[config.mk]
export PLATFORM = sky130hd
export DESIGN_NAME = mpmc11_rd_data_collect
export DESIGN_NICKNAME = d
export VERILOG_FILES = /design/src/rtl/mpmc11_pkg.sv /design/src/rtl/mpmc11_rdc_fifo.sv /design/src/rtl/mpmc11_rd_data_collect.sv
export SDC_FILE = /design/constraint.sdc
export NUM_CORES = 1
export LEC_CHECK = 0
export CAP_MARGIN = 20
export CORE_MARGIN = 5
export CORE_UTILIZATION = 53
export CTS_BUF_LIST = sky130_fd_sc_hd__clkbuf_16
export CTS_CLUSTER_DIAMETER = 120
export CTS_CLUSTER_SIZE = 24
export DETAILED_ROUTE_END_ITERATION = 6
export GPL_TIMING_DRIVEN = 0
export PLACE_DENSITY = 0.86
export REMOVE_ABC_BUFFERS = 1
export SLEW_MARGIN = 20
export SYNTH_ARGS = -nofsm -noshare
export SYNTH_HDL_FRONTEND = slang
export SYNTH_SLANG_ARGS = --single-unit
export TNS_END_PERCENT = 1
[constraint.sdc]
create_clock -name clk -period 2.55 [get_ports clk]
set_input_delay 0.51 -clock clk [delete_from_list [all_inputs] [get_ports clk]]
set_output_delay 0.51 -clock clk [all_outputs]
set_load 0.02 [all_outputs]
[src/rtl/mpmc11_pkg.sv]
// Shared types and constants for the mpmc11 read-data collector.
package mpmc11_pkg;

    localparam int RD_LEN_W   = 6;  // burst length field, lines minus one
    localparam int LINE_CNT_W = 7;  // one wider than RD_LEN_W so 64 lines never wrap
    localparam int CHAN_W     = 4;  // channel tag width

    typedef enum logic [1:0] {
        ST_IDLE    = 2'd0,
        ST_COLLECT = 2'd1,
        ST_DRAIN   = 2'd2
    } mpmc11_rdc_state_t;

    // Index width that never collapses to zero bits.
    function automatic int clog2_min1(input int n);
        return (n > 1) ? $clog2(n) : 1;
    endfunction

endpackage

[src/rtl/mpmc11_rdc_fifo.sv]
// Output FIFO for assembled lines: {last, chan, line}. Head is read combinationally
// from storage so it stays stable while not popped.
module mpmc11_rdc_fifo
    import mpmc11_pkg::*;
#(
    parameter int W     = 261,
    parameter int DEPTH = 4
) (
    input  logic         clk,
    input  logic         rst_n,
    input  logic         i_push,
    input  logic [W-1:0] i_data,
    input  logic         i_pop,
    output logic [W-1:0] o_data,
    output logic         o_valid,
    output logic         o_pop,
    output logic         o_drop,
    output logic         o_empty_next
);

    localparam int AW = clog2_min1(DEPTH);

    logic [W-1:0]  r_mem [DEPTH];
    logic [AW-1:0] r_wr_ptr;
    logic [AW-1:0] r_rd_ptr;
    logic [AW:0]   r_count;

    logic          w_full;
    logic          w_pop;
    logic          w_wr;
    logic [AW:0]   w_count_nxt;
    logic [AW-1:0] w_wr_ptr_nxt;
    logic [AW-1:0] w_rd_ptr_nxt;

    // Push/pop qualification; a push into a full FIFO only lands if a pop frees a slot.
    always_comb begin
        w_full       = (r_count == (AW+1)'(DEPTH));
        w_pop        = i_pop && (r_count != '0);
        w_wr         = i_push && (!w_full || w_pop);
        w_count_nxt  = r_count + (AW+1)'(w_wr) - (AW+1)'(w_pop);
        w_wr_ptr_nxt = (r_wr_ptr == AW'(DEPTH-1)) ? '0 : r_wr_ptr + 1'b1;
        w_rd_ptr_nxt = (r_rd_ptr == AW'(DEPTH-1)) ? '0 : r_rd_ptr + 1'b1;
    end

    assign o_data       = r_mem[r_rd_ptr];
    assign o_valid      = (r_count != '0);
    assign o_pop        = w_pop;
    assign o_drop       = i_push && w_full && !w_pop;
    assign o_empty_next = (w_count_nxt == '0);

    // Storage, pointers and occupancy; reset clears storage so the head reads zero.
    always_ff @(posedge clk or negedge rst_n) begin
        if (!rst_n) begin
            for (int i = 0; i < DEPTH; i++) r_mem[i] <= '0;
            r_wr_ptr <= '0;
            r_rd_ptr <= '0;
            r_count  <= '0;
        end else begin
            if (w_wr) begin
                r_mem[r_wr_ptr] <= i_data;
                r_wr_ptr        <= w_wr_ptr_nxt;
            end
            if (w_pop) r_rd_ptr <= w_rd_ptr_nxt;
            r_count <= w_count_nxt;
        end
    end

endmodule

[src/rtl/mpmc11_rd_data_collect.sv]
// Collects memory read beats into WID-wide lines, tags them with the burst's channel
// and last flag, and queues them for the consumer.
module mpmc11_rd_data_collect
    import mpmc11_pkg::*;
#(
    parameter int WID   = 256,
    parameter int BEAT  = 128,
    parameter int DEPTH = 4
) (
    input  logic                clk,
    input  logic                rst_n,
    input  logic                rd_start,
    input  logic [CHAN_W-1:0]   rd_chan,
    input  logic [RD_LEN_W-1:0] rd_len,
    input  logic                app_rd_data_valid,
    input  logic [BEAT-1:0]     app_rd_data,
    output logic [WID-1:0]      dato,
    output logic [CHAN_W-1:0]   dato_chan,
    output logic                dato_last,
    output logic                dato_valid,
    input  logic                dato_ready,
    output logic                busy,
    output logic                overrun
);

    localparam int NB  = WID / BEAT;
    localparam int BCW = clog2_min1(NB);
    localparam int EW  = 1 + CHAN_W + WID;

    mpmc11_rdc_state_t     r_state;
    logic [CHAN_W-1:0]     r_chan;
    logic [RD_LEN_W-1:0]   r_len;
    logic [BCW-1:0]        r_beat;
    logic [LINE_CNT_W-1:0] r_line;
    logic [WID-1:0]        r_acc;
    logic                  r_overrun;

    logic                  w_beat_in;
    logic                  w_line_done;
    logic                  w_last;
    logic [WID-1:0]        w_line;
    logic [EW-1:0]         w_head;
    logic                  w_pop;
    logic                  w_drop;
    logic                  w_empty_next;

    // Final beat goes straight into the line so it can be pushed in the same cycle.
    always_comb begin
        w_line = r_acc;
        w_line[(NB-1)*BEAT +: BEAT] = app_rd_data;
        w_beat_in   = (r_state == ST_COLLECT) && app_rd_data_valid;
        w_line_done = w_beat_in && (r_beat == BCW'(NB-1));
        w_last      = (r_line == {1'b0, r_len});
    end

    mpmc11_rdc_fifo #(.W(EW), .DEPTH(DEPTH)) u_fifo (
        .clk          (clk),
        .rst_n        (rst_n),
        .i_push       (w_line_done),
        .i_data       ({w_last, r_chan, w_line}),
        .i_pop        (dato_ready),
        .o_data       (w_head),
        .o_valid      (dato_valid),
        .o_pop        (w_pop),
        .o_drop       (w_drop),
        .o_empty_next (w_empty_next)
    );

    assign dato      = w_head[WID-1:0];
    assign dato_chan = w_head[WID +: CHAN_W];
    assign dato_last = w_head[EW-1];
    assign busy      = (r_state != ST_IDLE);
    assign overrun   = r_overrun;

    // Burst FSM: beat/line counting and partial-line accumulation.
    always_ff @(posedge clk or negedge rst_n) begin
        if (!rst_n) begin
            r_state <= ST_IDLE;
            r_chan  <= '0;
            r_len   <= '0;
            r_beat  <= '0;
            r_line  <= '0;
            r_acc   <= '0;
        end else begin
            case (r_state)
                ST_IDLE: begin
                    if (rd_start) begin
                        r_chan  <= rd_chan;
                        r_len   <= rd_len;
                        r_beat  <= '0;
                        r_line  <= '0;
                        r_state <= ST_COLLECT;
                    end
                end
                ST_COLLECT: begin
                    if (w_line_done) begin
                        // Counters advance even if the FIFO drops the line.
                        r_beat <= '0;
                        r_line <= r_line + 1'b1;
                        if (w_last) r_state <= ST_DRAIN;
                    end else if (w_beat_in) begin
                        r_acc[int'(r_beat)*BEAT +: BEAT] <= app_rd_data;
                        r_beat <= r_beat + 1'b1;
                    end
                end
                ST_DRAIN: begin
                    // Leave as the last queued line is popped, so busy drops right after.
                    if (w_empty_next) r_state <= ST_IDLE;
                end
                default: r_state <= ST_IDLE;
            endcase
        end
    end

    // Sticky error: stray beats outside COLLECT, or a line dropped on a full FIFO.
    always_ff @(posedge clk or negedge rst_n) begin
        if (!rst_n) begin
            r_overrun <= 1'b0;
        end else if ((app_rd_data_valid && (r_state != ST_COLLECT)) || w_drop) begin
            r_overrun <= 1'b1;
        end
    end

    logic w_unused;
    assign w_unused = w_pop;

endmodule

==> flow_summary.yaml, run 1 <==
yosys:
  ys_seq_area_share_pct: 58.5
  synth_area_per_cell_um2: 17.5
  async_flop_share_pct: 100
  synth_area_leader_cell: "dfrtp_1"
  syn_inst: 2926
  netlist_area_um2: 51300
  synth-warning-count: 0
  yosysTopAreaCellShare_pct: 58.5
  synthTopCellsByArea: "dfrtp_1 59%, mux2_2 24%, mux4_2 11%"
  ys_types: 36
  synth-seq-cells: 1200
  synth_edf_count: 0
  synth_top_cells_by_count: "1,200 x dfrtp_1, 1,105 x mux2_2, 261 x mux4_2, 84 x buf_6, 75 x mux2_1"
  ys_dominant_reg_cell: "dfrtp_1"
  yosysMostFrequentCell: "dfrtp_1"
grt:
  first_global_vias: 30400
  grtUsageTotal_pct: 22.0
  grt_pass1_wl_mm: 179
  antenna_found_initial: 8
  grt_overflow_total: 0
  grt_max_degree: 153
timing:
  final.setup.worst_slack_ns: -0.560
  fmax_mhz: 322
  relSlewSlack_pct: 27.4
  drv_slew: 0
  setup_viol: 825
  fin_crit_ns: 3.11
  fin_hold_ws_ns: 0.439
  tightest_slew_ns: 1.07
  clock_skew_ns: 0.0243
  rsz0062_at_grt: "true"
  period_share_pct: 122
  hold_viol_final: 0
floorplanning:
  start_util_pct: 53.2
  core_um2: 96400
  dieArea_um2: 103000
  chipHeight_um: 321
  ios: 407
  rows: 114
  die_w_um: 321
status:
  status: "finished, violations left"
  failed_checks: "setup timing"
clock_tree:
  cts_buffers: 56
  cts_tree: "yes"
  worstSkewPairLatency_ns: 0.68
  path_clk_slew_ns: 0.10
  cts_max_level: 2
  cts_root_buf: "clkbuf_16"
  cts.path.max_buffers: 3
  cts.sinks: 1200
routing:
  routed_wl_mm: 113
  drc: 0
  ant_nets: 0
  vias: 27200
  vias_per_cell: 5.88
  drt-pass1-iter-count: 4
  avgRoutedWirePerCell_um: 24.4
  drt_iter0_drc: 1734
setup_path:
  path_max_fanout: 8
  reg2reg_depth: 8
  critPathKind: "reg -> out"
  startpoint_type: "flop"
  cp_data_arrival_time_ns: 2.60
  cpMostUsedCell: "buf_16"
  max_stage_delay_ns: 0.52
  worstPathCellList: "buf_12 -> buf_16 -> buf_16 -> buf_16 -> buf_16 -> mux4_2 -> buf_6"
  cp_slowest_cell: "dfrtp_4"
  cp.required_ns: 2.04
  end_kind: "primary output"
power:
  powerDensity_nw_per_um2: 1450
  ir_worst_vdd_v: 0.00106
  leakage_nw: 25.9
layout:
  drive_gt1_share_pct: 54.6
  nFillCells: 6931
  seqCellArea_um2: 30000
  design_area_um2: 59400
  nets: 3489
  final_cells: 4624
  area_growth_pct: 15.8
  multi_input_area_um2: 19900
placement:
  finalWeightedCongestion: 0.724
  dpl.cell_count: 4503
  hpwl_mm: 69.4
  place_area_um2: 57100
  port_buffers: 406
min_path:
  hold_path_class: "in -> reg"
  hold_depth: 2
job:
  cap_violations: 0
cell families (layout without fill, tap and decap cells):
family,Yosys count,count (layout),share of synthesized area (%)
AOI/OAI and AO/OA,28,28,0.356
other,0,6,0
DFF,1200,1200,58.5
buffers and inverters,206,621,2.88
and+or+nand+nor,34,35,0.495
muxes,1442,1442,37.4
adders and majority gates,9,9,0.234
xor gates and xnor gates,7,7,0.149
critical path, delay by kind of cell, from the launching register on:
family                 cells  cell delay (ns)
buffers and inverters      6             0.92
multiplexers               1             0.46
flip-flops                 1             0.52
through the flow:
step	setup slack (ns)	TNS (ns)	power (mW)	util, %
floorplan	-12.60	-5449.71	53.4	-
global placement	-52.85	-	61.6	57.6
detailed placement	-1.36	-1013.41	75.9	59.2
CTS	-0.691	-242.23	86.0	61.5
global route	-0.716	-301.02	90.7	61.6
finish	-0.560	-192.09	85.9	61.6
cells in the final DEF (no fill, tap or decap), drive strengths merged, types with 11 or more instances in the layout:
master	count
mux4	261
o31ai	11
dfrtp	1200
clkdlybuf4s50	143
clkbuf	78
clkdlybuf4s15	49
buf	307
inv	19
mux2	1180
worst paths after layout:
kind | start | end | slack (ns)
setup / recovery | u_fifo.r_rd_ptr[0] | dato[111] | -0.56
hold / removal | rd_chan[1] | r_chan[1] | 0.44
setup reg to reg | u_fifo.r_count[1] | r_state[1] | -0.51
hold reg to reg | overrun | overrun | 0.48
max in group asynchronous | rst_n | u_fifo.r_mem[421] | -0.15
min in group asynchronous | rst_n | u_fifo.r_mem[329] | 0.58
cell type report:
cell class	count	share of cell area [%]
antenna	6	0.0253
clock buffer	57	2.40
clock inverter	6	0.0906
inverter	16	0.101
multi-input combinational	1521	33.6
sequential	1200	50.6
tap	1276	2.69
timing repair buffer	542	10.6
state kept, by name, summed over array words and instances, names as in the netlist:
register	cells
u_fifo.r_mem	1044
r_acc	128
r_line	7
r_len	6
r_chan	4
u_fifo.r_count	3
r_state	2
u_fifo.r_rd_ptr	2
u_fifo.r_wr_ptr	2
overrun	1
r_beat	1
repair_timing:
item                                     CTS  global route
hold buffers                               2             0
endpoints found under the hold margin     77             0
buffers inserted                          25             6
resized for setup                        858           364
endpoints found under the setup margin  1203          1153
pin swaps                                  3             2
gates cloned                              18             2
metal layers:
layer	routed length (um)	part of all wire [%]	GRT usage [%]	vias to the layer above
met5	27	0.024	0	-
met4	3380	3.0	6.42	4
met1	46500	41	29.0	14900
met2	57400	51	37.5	473
met3	5640	5.0	4.34	151
li1	-	-	-	11700
where the power goes:
group	leakage, nW	switching [mW]	total, mW	internal [mW]
Combinational	10.7	19.0	42.0	23.0
Clock	0.728	5.85	9.87	4.02
Sequential	14.5	5.52	34.0	28.5
Total	25.9	30.4	85.9	55.6
Power figures use the tool's default switching activity.
==> run 2, diff against run 1 <==
- CORE_UTILIZATION: 53 -> 25
- PLACE_DENSITY: 0.86 -> 0.51
- TNS_END_PERCENT: 1 -> not set
==> run 2 against run 1 <==
Net effect:
- the flow finishes with violations (hold timing, setup timing)
- total power rose by 13%
- clock skew rose by 0.013 ns
- combinational power rose by 25%
- worst setup slack got worse by 0.11 ns
- design area rose by 12%
- final cell count rose by 36%
- register-to-register slack improved by 0.32 ns
- sequential power barely moved
- critical endpoint is now dato[229]
==> flow_summary.yaml, run 2 (synthesis gave the netlist of run 1 again) <==
layout:
  nFillCells: 19800
  drive_gt1_share_pct: 58.6
  nets: 3741
  design_area_um2: 66500
  top_regs: "u_fifo.r_mem (1044), r_acc (128), r_line (7)"
  final_cells: 6298
  largest_register: "u_fifo.r_mem"
  multi_input_area_um2: 20300
  layout_common_cells: "1,194 x dfrtp_1, 1,003 x mux2_2, 287 x buf_6"
  seqCellArea_um2: 30000
  postLayoutCoreUtil_pct: 32.5
  area_growth_pct: 29.5
  largest_reg_flops: 1044
  final_common_cell: "dfrtp_1"
clock_tree:
  cts.sinks: 1200
  cts_tree: "yes"
  path_clk_slew_ns: 0.10
  cts_root_buf: "clkbuf_16"
  cts_buffers: 59
  cts_max_level: 2
  worstSkewPairLatency_ns: 0.72
  cts.path.max_buffers: 3
power:
  ir_worst_vdd_v: 0.000809
  p_total_mw: 97.3
  powerDensity_nw_per_um2: 1460
  leakage_nw: 28.8
routing:
  routed_wl_mm: 154
  drt_iter0_drc: 1392
  avgRoutedWirePerCell_um: 24.5
  vias_per_cell: 4.51
  drt-pass1-iter-count: 5
  drc: 0
  vias: 28400
  ant_nets: 0
timing:
  clock_skew_ns: 0.0378
  fmax_mhz: 310
  relSlewSlack_pct: 42.1
  fin_crit_ns: 3.22
  fin_hold_ws_ns: -0.276
  final.setup.worst_slack_ns: -0.674
  tightest_slew_ns: 0.868
  period_share_pct: 126
  setup_viol: 313
  rsz0062_at_grt: "true"
  drv_slew: 0
  hold_viol_final: 91
status:
  failed_checks: "hold timing, setup timing"
  status: "finished, violations left"
grt:
  met3_usage_pct: 2.85
  grt_busiest_layer: "met2"
  grtUsageMet2_pct: 22.7
  grtUsageTotal_pct: 13.6
  met1_usage_pct: 18.3
  grt_pass1_wl_mm: 220
  antenna_found_initial: 11
  grt_overflow_total: 0
  first_global_vias: 30400
  grt_max_degree: 143
floorplanning:
  rows: 166
  chipHeight_um: 463
  dieArea_um2: 214000
  ios: 407
  die_w_um: 463
  core_um2: 204000
  start_util_pct: 25.1
placement:
  finalWeightedCongestion: 0.703
  dpl.cell_count: 5923
  port_buffers: 406
  place_area_um2: 59100
  hpwl_mm: 80.9
job:
  cap_violations: 0
setup_path:
  reg2reg_from: "u_fifo.r_count[1]"
  path_max_fanout: 5
  r2r_slack_ns: -0.19
  reg2reg_depth: 13
  cp_data_arrival_time_ns: 2.71
  timing.rr.end: "r_state[1]"
  end_kind: "primary output"
  cp.required_ns: 2.04
  critPathKind: "reg -> out"
  startpoint_type: "flop"
min_path:
  hold_path_class: "in -> async"
[run 2: changes by cell type in the layout (fill, tap and decap cells not counted), moves of 7 or more]
cell             change
buf_6              +213
buf_12              +31
buf_4               +92
clkdlybuf4s15_2     -49
bufbuf_16           +14
dlygate4sd2_1        -9
buf_2               -84
buf_16              +43
clkbuf_2            -20
clkbuf_16           +32
mux2_4              +75
mux2_2              -75
dlymetal6s2s_1       -7
[run 2: worst max path at each step]
stage,startpoint,endpoint,slack (ns),depth (start not counted)
6_report,u_fifo.r_rd_ptr[0],dato[229],-0.67,7
3_3_place_gp,rst_n,r_acc[92],-56.30,1
4_1_cts,u_fifo.r_rd_ptr[0],dato[18],-0.79,7
5_1_grt,u_fifo.r_rd_ptr[0],dato[42],-0.76,7
3_5_place_dp,app_rd_data_valid,r_acc[38],-1.58,12
2_1_floorplan,r_beat,r_acc[0],-12.60,2
[run 2: cell type report]
cell class	instances	share of cell area (%)
flip-flops and latches	1200	45.2
multi-input cells	1524	30.6
repair buffers	788	16.5
well taps	2688	5.06
clock buffers	61	2.30
clock inverters	13	0.222
inverters	16	0.0960
diodes	8	0.0301
[run 2: metrics by stage]
step	setup WS, ns	TNS (ns)
2_1_floorplan	-12.60	-5449.71
3_3_place_gp	-56.30	-
3_5_place_dp	-1.58	-1462.70
4_1_cts	-0.786	-173.42
5_1_grt	-0.762	-166.06
6_report	-0.674	-128.96
[run 2: routing by layer]
metal	vias up	share of wire, %
met5	-	0.013
met4	2	2.0
met3	113	4.3
met2	426	49
met1	15600	45
li1	12300	-
[run 2: what timing repair did]
item	in CTS	in global routing
buffers inserted	115	105
gates resized for setup	1565	458
gates cloned	68	29
endpoints found under the setup margin	1464	1052
hold endpoints to repair	91	91
pin swaps	7	7
[run 2: critical path, stage by stage (launching register included)]
cell and delay, ns:
dfrtp_4 0.54, buf_16 0.16, buf_16 0.14, buf_16 0.15
buf_16 0.16, buf_16 0.16, mux4_2 0.47, buf_6 0.16
[run 2: power breakdown]
part | internal, mW | leakage (nW) | switching, mW
Clock | 4.47 | 0.831 | 6.50
Sequential | 28.5 | 14.5 | 5.36
Combinational | 29.9 | 13.5 | 22.6
Total | 62.9 | 28.8 | 34.4
==> run 3, diff against run 2 <==
- SKIP_CTS_REPAIR_TIMING: not set -> 1
==> run 3 against run 2 <==
Net effect:
- sequential cell count did not move
- sequential power barely moved
- critical endpoint unchanged
- global-route usage fell by 2.1 points
- final cell count fell by 2.3%
- non-clock buffer count fell by 145
- sequential share of layout area rose by 3.2 points
- maximum frequency fell by 1.6%
- the run still ends with hold timing, setup timing left
- hold slack got worse by 0.0033 ns
- largest cell class unchanged
- highest routed layer unchanged
- via count fell by 3.8%
- first-iteration DRC count fell by 6.5%
- critical path type unchanged
- count of clock-buffer cells in the layout did not move
==> flow_summary.yaml, run 3 (synthesis gave the netlist of run 1 again) <==
floorplanning:
  chipHeight_um: 463
  core_um2: 204000
  rows: 166
  dieArea_um2: 214000
  ios: 407
  die_w_um: 463
  start_util_pct: 25.1
power:
  ir_worst_vdd_v: 0.000663
  combPwrFrac_pct: 49.6
  powerDensity_nw_per_um2: 1430
  p_total_mw: 88.7
  power.share.clock_pct: 12.3
  leakage_nw: 26.5
  power_switching_mw: 31.9
  pwr-share-seq_pct: 38.1
  p_int_mw: 56.8
  swShare_pct: 36.0
setup_path:
  cpMostUsedCell: "buf_16"
  max_stage_delay_ns: 0.54
  cp_slowest_cell: "mux4_2"
  crit_family: "buffers and inverters"
  cp.required_ns: 2.04
  cp_data_arrival_time_ns: 2.77
  worstPathCellList: "buf_16 -> buf_16 -> buf_16 -> buf_16 -> buf_16 -> mux4_2 -> buf_2"
  critPathKind: "reg -> out"
  critPathBufInv: 6
  startpoint_type: "flop"
  path_max_fanout: 13
  end_kind: "primary output"
clock_tree:
  cts_root_buf: "clkbuf_16"
  cts_buffers: 59
  cts_tree: "yes"
  path_clk_slew_ns: 0.10
  cts.sinks: 1200
  worstSkewPairLatency_ns: 0.71
  cts_max_level: 2
  cts.path.max_buffers: 3
grt:
  grt_busiest_layer: "met2"
  met3_usage_pct: 2.90
  first_global_vias: 29500
  antenna_found_initial: 11
  grt_overflow_total: 0
  grt_max_degree: 143
  met1_usage_pct: 15.5
  grt_pass1_wl_mm: 195
  grtUsageTotal_pct: 11.5
  grtUsageMet2_pct: 18.6
routing:
  vias: 27300
  drt_iter0_drc: 1301
  vias_per_cell: 4.44
  routed_wl_mm: 135
  drt-pass1-iter-count: 4
  ant_nets: 0
  avgRoutedWirePerCell_um: 22.0
  drc: 0
timing:
  clock_skew_ns: 0.0373
  fin_hold_ws_ns: -0.279
  period_share_pct: 129
  tns_ns: -315.75
  relSlewSlack_pct: 45.1
  drv_slew: 0
  final.setup.worst_slack_ns: -0.727
  rsz0062_at_grt: "true"
  fmax_mhz: 305
  tightest_slew_ns: 0.824
  fin_crit_ns: 3.28
  setup_viol: 1063
  hold_viol_final: 91
placement:
  port_buffers: 406
  pre_cts_ws_ns: -1.58
  finalWeightedCongestion: 0.703
  hpwl_mm: 80.9
layout:
  nFillCells: 20300
  layout_common_cells: "1,197 x dfrtp_1, 1,101 x mux2_2, 261 x mux4_2"
  nets: 3595
  top_regs: "u_fifo.r_mem (1044), r_acc (128), r_line (7)"
  area_growth_pct: 21.0
  drive_gt1_share_pct: 55.0
  largest_register: "u_fifo.r_mem"
  largest_reg_flops: 1044
  final_common_cell: "dfrtp_1"
status:
  failed_checks: "hold timing, setup timing"
  status: "finished, violations left"
min_path:
  hold_path_class: "in -> async"
job:
  cap_violations: 0
[run 3: cell types whose count changed in the layout (fill, tap and decap cells not counted), moves of 25 or more]
cell / change
buf_12: -25
clkdlybuf4s50_1: +40
buf_2: +115
mux2_4: -98
buf_6: -242
buf_16: -50
mux2_2: +98
[run 3: per-stage QoR]
stage | instance area (um2) | hold WS, ns | util [%] | instances
final | 62100 | -0.279 | 30.4 | 6153
after global routing | 62100 | -0.311 | 30.4 | 6147
after CTS | 60700 | -0.349 | 29.7 | 5997
after detailed placement | 59100 | 0.449 | 28.9 | 5923
after global placement | 57300 | 0.449 | 28.0 | 5830
after floorplan | 49900 | 0.214 | - | 2736
[run 3: power groups by stage]
stage	logic [mW]	registers [mW]	clock network, mW
final	44.0	33.8	10.9
after CTS	43.0	34.0	11.6
after floorplan	21.4	32.0	0
after detailed placement	42.9	34.4	0
after global placement	29.2	33.1	0
after global routing	47.2	35.0	12.2
[run 3: cell type report]
class	instances	area [um2]	share of cell area, %
Antenna cell	9	22.5	0.0363
Clock buffer	61	1530	2.46
Clock inverter	13	148	0.238
Inverter	16	60.1	0.0968
Multi-Input combinational cell	1523	19900	32.0
Sequential cell	1200	30000	48.4
Tap cell	2688	3360	5.42
Timing Repair Buffer	643	7030	11.3
[run 3: routing by layer]
metal / vias up / share of wire [%]
met1: 14900 / 45
met5: - / 0.015
li1: 11900 / -
met4: 2 / 2.1
met2: 384 / 48
met3: 110 / 4.7
[run 3: path summary, 6_finish.rpt]
| kind | start | endpoint | slack (ns) | cells past startpoint |
|---|---|---|---|---|
| setup / recovery | u_fifo.r_rd_ptr[0] | dato[229] | -0.73 | 7 |
| hold / removal | rst_n | u_fifo.r_mem[717] | -0.28 | 1 |
| setup reg to reg | u_fifo.r_count[1] | u_fifo.r_mem[683] | -0.66 | 7 |
| hold reg to reg | overrun | overrun | 0.48 | 1 |
| max in group asynchronous | rst_n | u_fifo.r_mem[283] | -0.10 | 5 |
| min in group clk | rd_len[1] | r_len[1] | 0.40 | 2 |
